File: src/rtl/led_blink_multi.sv
// N-channel LED blinker / clock divider. Each channel has its own period, duty threshold and mode;
// new settings wait in a shadow register and are adopted at the channel's next wrap.
module led_blink_multi #(
    parameter int                  CHANNELS   = 5,
    parameter int                  CNT_W      = 24,
    parameter logic [CNT_W-1:0]    DEF_PERIOD = CNT_W'(11_999_999),
    parameter logic [1:0]          DEF_MODE   = 2'b01,
    parameter logic [CHANNELS-1:0] RST_LED    = CHANNELS'(5'b10000)
) (
    input  logic                      clk_i,
    input  logic                      rst_i,
    input  logic                      ena_i,
    input  logic                      sync_i,
    input  logic                      load_i,
    input  logic [CHANNELS*CNT_W-1:0] period_i,
    input  logic [CHANNELS*CNT_W-1:0] duty_i,
    input  logic [CHANNELS*2-1:0]     mode_i,
    output logic [CHANNELS-1:0]       led_o,
    output logic [CHANNELS-1:0]       tick_o
);

    localparam logic [1:0] MODE_OFF    = 2'b00;
    localparam logic [1:0] MODE_TOGGLE = 2'b01;
    localparam logic [1:0] MODE_PULSE  = 2'b10;
    localparam logic [1:0] MODE_PWM    = 2'b11;

    // Default duty is half the period, rounded up; one extra bit keeps P+1 from overflowing.
    localparam logic [CNT_W:0]   DEF_PERIOD_WIDE = {1'b0, DEF_PERIOD};
    localparam logic [CNT_W:0]   DEF_DUTY_WIDE   = (DEF_PERIOD_WIDE + (CNT_W+1)'(1)) >> 1;
    localparam logic [CNT_W-1:0] DEF_DUTY        = DEF_DUTY_WIDE[CNT_W-1:0];

    for (genvar k = 0; k < CHANNELS; k++) begin : g_ch
        logic [CNT_W-1:0] cnt, period, duty, shadow_period, shadow_duty;
        logic [1:0]       mode, shadow_mode;
        logic             pending, led, tick;

        logic [CNT_W-1:0] in_period, in_duty, cnt_next, next_period, next_duty, eff_duty;
        logic [1:0]       in_mode, next_mode, eff_mode;
        logic             wrap, apply, led_next;

        assign in_period = period_i[k*CNT_W +: CNT_W];
        assign in_duty   = duty_i[k*CNT_W +: CNT_W];
        assign in_mode   = mode_i[k*2 +: 2];

        // A load coinciding with the adoption point bypasses the shadow so it takes effect at once.
        always_comb begin
            wrap        = (cnt == period);
            cnt_next    = wrap ? '0 : cnt + CNT_W'(1);
            apply       = wrap && (pending || load_i);
            next_period = load_i ? in_period : shadow_period;
            next_duty   = load_i ? in_duty   : shadow_duty;
            next_mode   = load_i ? in_mode   : shadow_mode;
            eff_mode    = apply ? next_mode : mode;
            eff_duty    = apply ? next_duty : duty;
            led_next    = 1'b0;
            case (eff_mode)
                MODE_OFF:    led_next = 1'b0;
                MODE_TOGGLE: led_next = wrap ? ~led : led;
                MODE_PULSE:  led_next = wrap;
                MODE_PWM:    led_next = (cnt_next < eff_duty);
                default:     led_next = 1'b0;
            endcase
        end

        always_ff @(posedge clk_i) begin
            if (rst_i) begin
                cnt           <= '0;
                led           <= RST_LED[k];
                tick          <= 1'b0;
                period        <= DEF_PERIOD;
                duty          <= DEF_DUTY;
                mode          <= DEF_MODE;
                shadow_period <= DEF_PERIOD;
                shadow_duty   <= DEF_DUTY;
                shadow_mode   <= DEF_MODE;
                pending       <= 1'b0;
            end else if (sync_i) begin
                cnt     <= '0;
                tick    <= 1'b0;
                period  <= next_period;
                duty    <= next_duty;
                mode    <= next_mode;
                pending <= 1'b0;
                led     <= RST_LED[k] & (next_mode != MODE_OFF);
                if (load_i) begin
                    shadow_period <= in_period;
                    shadow_duty   <= in_duty;
                    shadow_mode   <= in_mode;
                end
            end else if (!ena_i) begin
                tick <= 1'b0;
                if (load_i) begin
                    shadow_period <= in_period;
                    shadow_duty   <= in_duty;
                    shadow_mode   <= in_mode;
                    pending       <= 1'b1;
                end
            end else begin
                cnt  <= cnt_next;
                tick <= wrap;
                led  <= led_next;
                if (load_i) begin
                    shadow_period <= in_period;
                    shadow_duty   <= in_duty;
                    shadow_mode   <= in_mode;
                end
                if (apply) begin
                    period  <= next_period;
                    duty    <= next_duty;
                    mode    <= next_mode;
                    pending <= 1'b0;
                end else if (load_i) begin
                    pending <= 1'b1;
                end
            end
        end

        assign led_o[k]  = led;
        assign tick_o[k] = tick;
    end

endmodule
File: config.mk
export PLATFORM = sky130hd
export DESIGN_NAME = led_blink_multi
export DESIGN_NICKNAME = d
export VERILOG_FILES = /design/src/rtl/led_blink_multi.sv
export SDC_FILE = /design/constraint.sdc
export NUM_CORES = 2
export LEC_CHECK = 0
export ABC_AREA = 1
export CORE_MARGIN = 2
export CORE_UTILIZATION = 59
export DETAILED_ROUTE_END_ITERATION = 16
export GPL_TIMING_DRIVEN = 0
export MAX_ROUTING_LAYER = met4
export PLACE_DENSITY = 0.88
export SLEW_MARGIN = 30
export SYNTH_ARGS = -nofsm -noshare
export SYNTH_HDL_FRONTEND = slang
export SYNTH_SLANG_ARGS = --single-unit
File: constraint.sdc
create_clock -name clk_i -period 4.88 [get_ports clk_i]
set_clock_uncertainty 0.05 [all_clocks]
set_input_delay 0.732 -clock clk_i [delete_from_list [all_inputs] [get_ports clk_i]]
set_output_delay 0.732 -clock clk_i [all_outputs]
set_load 0.01 [all_outputs]
### Yosys cells after proc, flatten, opt, wreduce, memory -nomap -nowiden

Index checks and enable logic that the tools add are counted.

| storage, ports and cells | value |
|---|---|
| input port bits | 255 |
| output and inout port bits | 10 |
| bits in registers | 635 |

| operators by class | value |
|---|---|
| eq/ne operators | 25 |
| magnitude comparators | 5 |
| add/sub/neg operators | 5 |
| reduce and logical (&&, ||, !) cells | 34 |
| mux-type cells | 92 |
| bitwise logic cells | 6 |

Operators by type and width:

| kind | number |
|---|---|
| 2-to-1 mux 24 bit | 45 |
| adder 24 x 1 -> 24 bit (second input constant) | 5 |
| == test 24 bit | 5 |
| less-than comparator 24 bit | 5 |
| 2-to-1 mux 2 bit | 20 |
| 2-to-1 mux 1 bit | 22 |
| == test 2 bit (second input constant) | 10 |
| case mux 1 bit (4 select lines) | 5 |
| AND reduction 2 bit | 10 |
| nonzero test 2 bit | 7 |
| == test 2 x 1 -> 1 bit (second input constant) | 5 |
| logical NOT 2 bit | 5 |
| != test 2 bit (second input constant) | 4 |
| NOT 1 bit | 6 |
| logical AND 1 bit | 5 |
| logical OR 1 bit | 5 |
| != test 3 bit (second input constant) | 1 |
| OR reduction 3 bit | 1 |
| OR reduction 2 bit | 1 |

### Longest topological paths before layout

| logic depth | value |
|---|---|
| word-level depth | 7 |
| mapped depth | 28 |
| gate-level depth less buffers | 28 |

### Least setup slack after synthesis

Ideal clock, no wire load.

| path | value |
|---|---|
| path type | input to register |
| start | input load_i |
| end | register g_ch[1].led |
| setup time | 0.071 ns |
| setup slack | 1.215 ns |
| arrival | 3.544 ns |
| cell stages on the path | 19 |
| cells stage by stage | buf_2 buf_2 buf_2 buf_2 buf_2 mux2i_1 nand2_1 o21ai_0 ha_1 nand2_1 nor2_1 a211oi_1 o221a_2 nor2_1 a211oi_1 nand3_1 nand3_1 nand2_1 a21oi_1 |

| on the way | value |
|---|---|
| word-level cells in the longest chain between the ends | 6 |

RTL lines:

| what | RTL line | text |
|---|---|---|
| from (decl) | 14 | `input logic load_i,` |
| branches (longest 6 deep; another with less-than comparator 24 bit) | - |  |
| to (signal assigned) | 68 | `led <= RST_LED[k];` |
| to (signal assigned) | 84 | `led <= RST_LED[k] & (next_mode != MODE_OFF);` |
| to (signal assigned) | 101 | `led <= led_next;` |
| to (decl) | 35 | `logic pending, led, tick;` |

Parallel ways; which one is timed is not known.
A chain may end at the register's enable or synchronous reset.

### Worst setup path in the final report

Ends and elaborated chain as after synthesis.

==> results by group <==
Outcome
  – Run status: finished, final reports clean

STA
  – Share of the clock period used by the worst path after layout: 0.966
  – Worst slew pin tran: between 1 and 1.5 ns
  – Setup Viol. Count Final: 0
  – Clock period minus worst slack: 4.71 ns
  – Final hold violations: 0
  – Setup repair after global routing missed its margin: yes
  – Max Clock Freq: around 210 MHz
  – Number of max-slew violations in the final report: 0
  – Final-layout setup total negative slack: 0 ns
  – Rel. slew slack: 0.235

Worst setup path
  – Terminus of the critical flop-to-flop path: g_ch[0].led$_SDFFE_PP0P_
  – Length in cells of the worst reg-to-reg path: 23
  – Reg-to-reg critical path startpoint: g_ch[0].cnt[16]$_SDFFE_PP0P_
  – Arrival time worst endpoint: roughly 5.2 ns
  – Worst-path maximum fanout: 10
  – Register-to-Register Setup Slack: 0.25 ns
  – Worst endpoint required time: 5.38 ns
  – Path type of the worst setup path: input port to register
  – Worst Setup Start Kind: input port
  – Kind of end point of the critical path: register

Route
  – Met3 routed wirelength: 11.5 mm
  – Highest routed layer: met4
  – Wire length after detailed routing: 108 mm
  – Antenna-violating nets left: 0
  – Number of vias per cell: 5.93
  – WL per Instance: 20.3 um
  – Iteration-0 DRC Markers: 3,846
  – Drt pass-1 iters: 8
  – Sum of met2 wire segment lengths after detailed routing: about 47 mm
  – Met1 Wirelength: roughly 42 mm
  – DR DRC count: 0
  – Routed via count: 31,500

Power and ir drop
  – VDD IR-drop max: 0.000292 V
  – Net Sw Power: 0.00350 W
  – Post-layout total power: roughly 0.013 W
  – Static leakage: between 15 and 20 nW
  – Share of total power in the clock network: 0.428
  – Sequential share of power: 0.438
  – Comb power frac: 0.133
  – Net switching share of the total power: 0.269
  – Internal portion of total power: around 0.0095 W
  – Areal power density over the cells: between 300 and 400 nW/um2

Floorplanning
  – Initial cell density of the core: 0.598
  – Die Footprint: around 55,000 um2
  – Area of the placeable core: 52,700 um2
  – Die Y-Extent: 235 um
  – Die boundary width: 235 um
  – Number of I/O pins: 265
  – FP Rows: between 80 and 90

GRT
  – Total global routing overflow: 0
  – Largest net degree at the start of global routing: 16
  – Overall routing resource usage: 0.390
  – Initial antenna violation count: 0
  – Vias in the first global route: 30,000
  – Global-route wire length before repair: between 150 and 200 mm

Clocking
  – Level count of the clock H-tree: 3
  – Clock latency reported for the late side of the worst-skew pair: 0.62 ns
  – Number of buffers created by CTS: 68
  – CTS clk-pin slew, worst paths: 0.06 ns
  – Clock tree from TritonCTS: built
  – Number of hold buffers added after CTS: 0
  – Num Clock Sinks: 635
  – Buffer depth of the longest clock path: 3
  – Clock tree root buffer cell: sky130_fd_sc_hd__clkbuf_16
  – Post-CTS Repair Setup Buffers: 0

Cells and area
  – Share of cells above drive strength 1: 0.0490
  – Final non-filler cell total: between 5,000 and 6,000
  – Number of antenna diodes: 0
  – Fill cells: around 4,200
  – Layout Area Growth over Synthesis: 18.7%
  – Final Core Density: 0.710
  – Nets: slightly below 5,000

Synth
  – Synthesized netlist cell count: between 4,000 and 5,000
  – Share of async-settable or async-resettable flops after synthesis: 0
  – Dominant cell type by area after synthesis: sky130_fd_sc_hd__dfxtp_1
  – Synth Flop Type: sky130_fd_sc_hd__dfxtp_1
  – Number of storage elements in the synthesis netlist: roughly 640
  – Share of synthesized area occupied by flip-flops and latches: 0.403
  – Synth Warn #: 0
  – Cells taking the most area after synthesis: sky130_fd_sc_hd__dfxtp_1 (40%), sky130_fd_sc_hd__nand2_1 (12%), sky130_fd_sc_hd__o21ai_0 (6.5%)
  – Post-synthesis cell type count: 54
  – Syn nets: 4,621
  – Synth Area per Inst: 7.42 um2
  – Post-synth top area share: 0.403
  – Mapped Area: between 30,000 and 40,000 um2
  – Number of enable flip-flop cells after synthesis: 0

Hold path
  – Worst hold start: g_ch[0].shadow_period[7]$_SDFF_PP1_
  – Cell depth of the worst hold path: 2
  – Hold/Removal Path Class: register to register
  – Hold endpoint: g_ch[0].shadow_period[7]$_SDFF_PP1_

Placed design
  – Final GP Congestion: 1.04
  – Port bufs: 262
  – Number of cells in the design after placement: 5,196
  – Detailed placer's ending HPWL: 81.4 mm

Job
  – Number of max-capacitance violations reported: 0
## cells in the mapped netlist (31+ instances only)
library cell and count:
sky130_fd_sc_hd__nor2_1 342, sky130_fd_sc_hd__o211ai_1 39, sky130_fd_sc_hd__ha_1 120, sky130_fd_sc_hd__o21ai_1 31, sky130_fd_sc_hd__clkbuf_1 195, sky130_fd_sc_hd__xnor2_1 95
sky130_fd_sc_hd__o221ai_1 49, sky130_fd_sc_hd__inv_1 358, sky130_fd_sc_hd__o21a_1 52, sky130_fd_sc_hd__dfxtp_1 635, sky130_fd_sc_hd__nor3_1 40, sky130_fd_sc_hd__mux2i_1 154
sky130_fd_sc_hd__xor2_1 46, sky130_fd_sc_hd__a211oi_1 34, sky130_fd_sc_hd__o21ai_0 407, sky130_fd_sc_hd__nand4_1 51, sky130_fd_sc_hd__nand2_1 971, sky130_fd_sc_hd__nand3_1 167
sky130_fd_sc_hd__a21oi_1 274, sky130_fd_sc_hd__buf_2 36
## stage by stage
| step | hold WS [ns] | area (um2) | worst slack, ns |
|---|---|---|---|
| final | 0.400 | 37400 | 0.168 |
| after global routing | 0.431 | 37400 | -0.0478 |
| after CTS | 0.403 | 37400 | 0.0197 |
| after detailed placement | 0.386 | 35000 | -0.683 |
| after global placement | 0.383 | 35000 | -0.647 |
| after floorplan | 0.371 | 31500 | 1.22 |
## routing by layer
layer	up-vias	GRT usage
met5	-	-
met4	0	0.245
met3	423	0.0707
met2	1767	0.594
met1	14600	0.478
li1	14700	-
## layout by cell type (no fill, tap or decap), drive strengths merged, types with 2 or more instances in the layout
cell type | synthesis | final
a211o | 2 | 2
a211oi | 35 | 35
a21oi | 275 | 275
a2bb2oi | 5 | 5
a31o | 3 | 3
a32oi | 5 | 5
buf | 61 | 57
bufinv | 0 | 9
clkbuf | 195 | 293
clkdlybuf4s50 | 0 | 262
clkinv | 1 | 13
clkinvlp | 0 | 2
dfxtp | 635 | 635
dlygate4sd3 | 2 | 2
ha | 120 | 120
inv | 375 | 381
mux2i | 154 | 154
nand2 | 972 | 972
nand3 | 171 | 171
nand3b | 7 | 7
nand4 | 51 | 51
nor2 | 349 | 349
nor3 | 49 | 49
nor4 | 14 | 14
nor4b | 2 | 2
o211ai | 39 | 39
o21a | 52 | 52
o21ai | 438 | 438
o21bai | 3 | 3
o221ai | 49 | 49
o22ai | 8 | 8
or2 | 25 | 25
or3 | 2 | 2
xnor2 | 95 | 95
xor2 | 46 | 46
## worst max-delay path by stage
| stage | start | endpoint | slack [ns] | cells after the start |
|---|---|---|---|---|
| floorplan | load_i | g_ch[1].led$_SDFFE_PP0P_ | 1.22 | 19 |
| global placement | load_i | g_ch[4].led$_SDFFE_PP1P_ | -0.65 | 19 |
| detailed placement | load_i | g_ch[4].led$_SDFFE_PP1P_ | -0.68 | 19 |
| CTS | load_i | g_ch[1].led$_SDFFE_PP0P_ | 0.02 | 20 |
| global route | g_ch[1].cnt[16]$_SDFFE_PP0P_ | g_ch[1].led$_SDFFE_PP0P_ | -0.05 | 23 |
| finish | load_i | g_ch[1].led$_SDFFE_PP0P_ | 0.17 | 20 |
## repair_timing
item                       CTS  global route
resized for setup            1             6
setup endpoints to repair    1             3
hold endpoints to repair     0             0
## power by group through the flow
stage,registers (W),clock network [W],logic (W)
2_1_floorplan,0.00574,0,0.00103
3_3_place_gp,0.00579,0,0.00162
3_5_place_dp,0.00580,0,0.00166
4_1_cts,0.00569,0.00557,0.00169
5_1_grt,0.00573,0.00579,0.00188
6_report,0.00570,0.00558,0.00173
## critical path, cell delays in order
cell and delay (ns):
sky130_fd_sc_hd__clkdlybuf4s50_1 0.76, sky130_fd_sc_hd__clkbuf_4 0.41, sky130_fd_sc_hd__clkbuf_4 0.34, sky130_fd_sc_hd__buf_2 0.25, sky130_fd_sc_hd__clkbuf_4 0.37, sky130_fd_sc_hd__clkbuf_4 0.34, sky130_fd_sc_hd__mux2i_1 0.31, sky130_fd_sc_hd__nand2_1 0.08
sky130_fd_sc_hd__o21ai_0 0.12, sky130_fd_sc_hd__ha_1 0.29, sky130_fd_sc_hd__nand2_1 0.09, sky130_fd_sc_hd__nor2_1 0.05, sky130_fd_sc_hd__a211oi_1 0.20, sky130_fd_sc_hd__o221a_2 0.24, sky130_fd_sc_hd__nor2_1 0.05, sky130_fd_sc_hd__a211oi_1 0.23
sky130_fd_sc_hd__nand3_1 0.12, sky130_fd_sc_hd__nand3_1 0.08, sky130_fd_sc_hd__nand2_1 0.05, sky130_fd_sc_hd__a21oi_1 0.11
## sequential cells by signal (all words and copies together) (netlist names)
signal,flops
g_ch.duty,120
g_ch.shadow_mode,10
g_ch.period,120
g_ch.tick,5
g_ch.mode,10
g_ch.shadow_duty,120
g_ch.cnt,120
g_ch.pending,5
g_ch.led,5
g_ch.shadow_period,120
## cells by family (layout without fill, tap and decap cells)
| kind of cell | count (synthesis) | count (layout) | synth area share |
|---|---|---|---|
| muxes | 154 | 154 | 0.0489 |
| buffers and inverters | 634 | 1019 | 0.0793 |
| AOI/OAI and AO/OA | 917 | 917 | 0.164 |
| and+or+nand+nor | 1645 | 1645 | 0.217 |
| xor gates and xnor gates | 141 | 141 | 0.0392 |
| adders and majority gates | 120 | 120 | 0.0477 |
| DFF | 635 | 635 | 0.403 |
## final cells by class
| cell class | instances | area (um2) | share of cell area |
|---|---|---|---|
| clock inverter | 29 | 417 | 0.0111 |
| inverter | 376 | 1410 | 0.0377 |
| clock buffer | 94 | 1970 | 0.0527 |
| tap | 688 | 861 | 0.0230 |
| timing repair buffer | 262 | 2620 | 0.0701 |
| multi-input combinational | 2977 | 16300 | 0.436 |
| sequential | 635 | 12700 | 0.340 |
| buffer | 258 | 1100 | 0.0294 |
No activity file was read; power rests on OpenSTA's default activity.
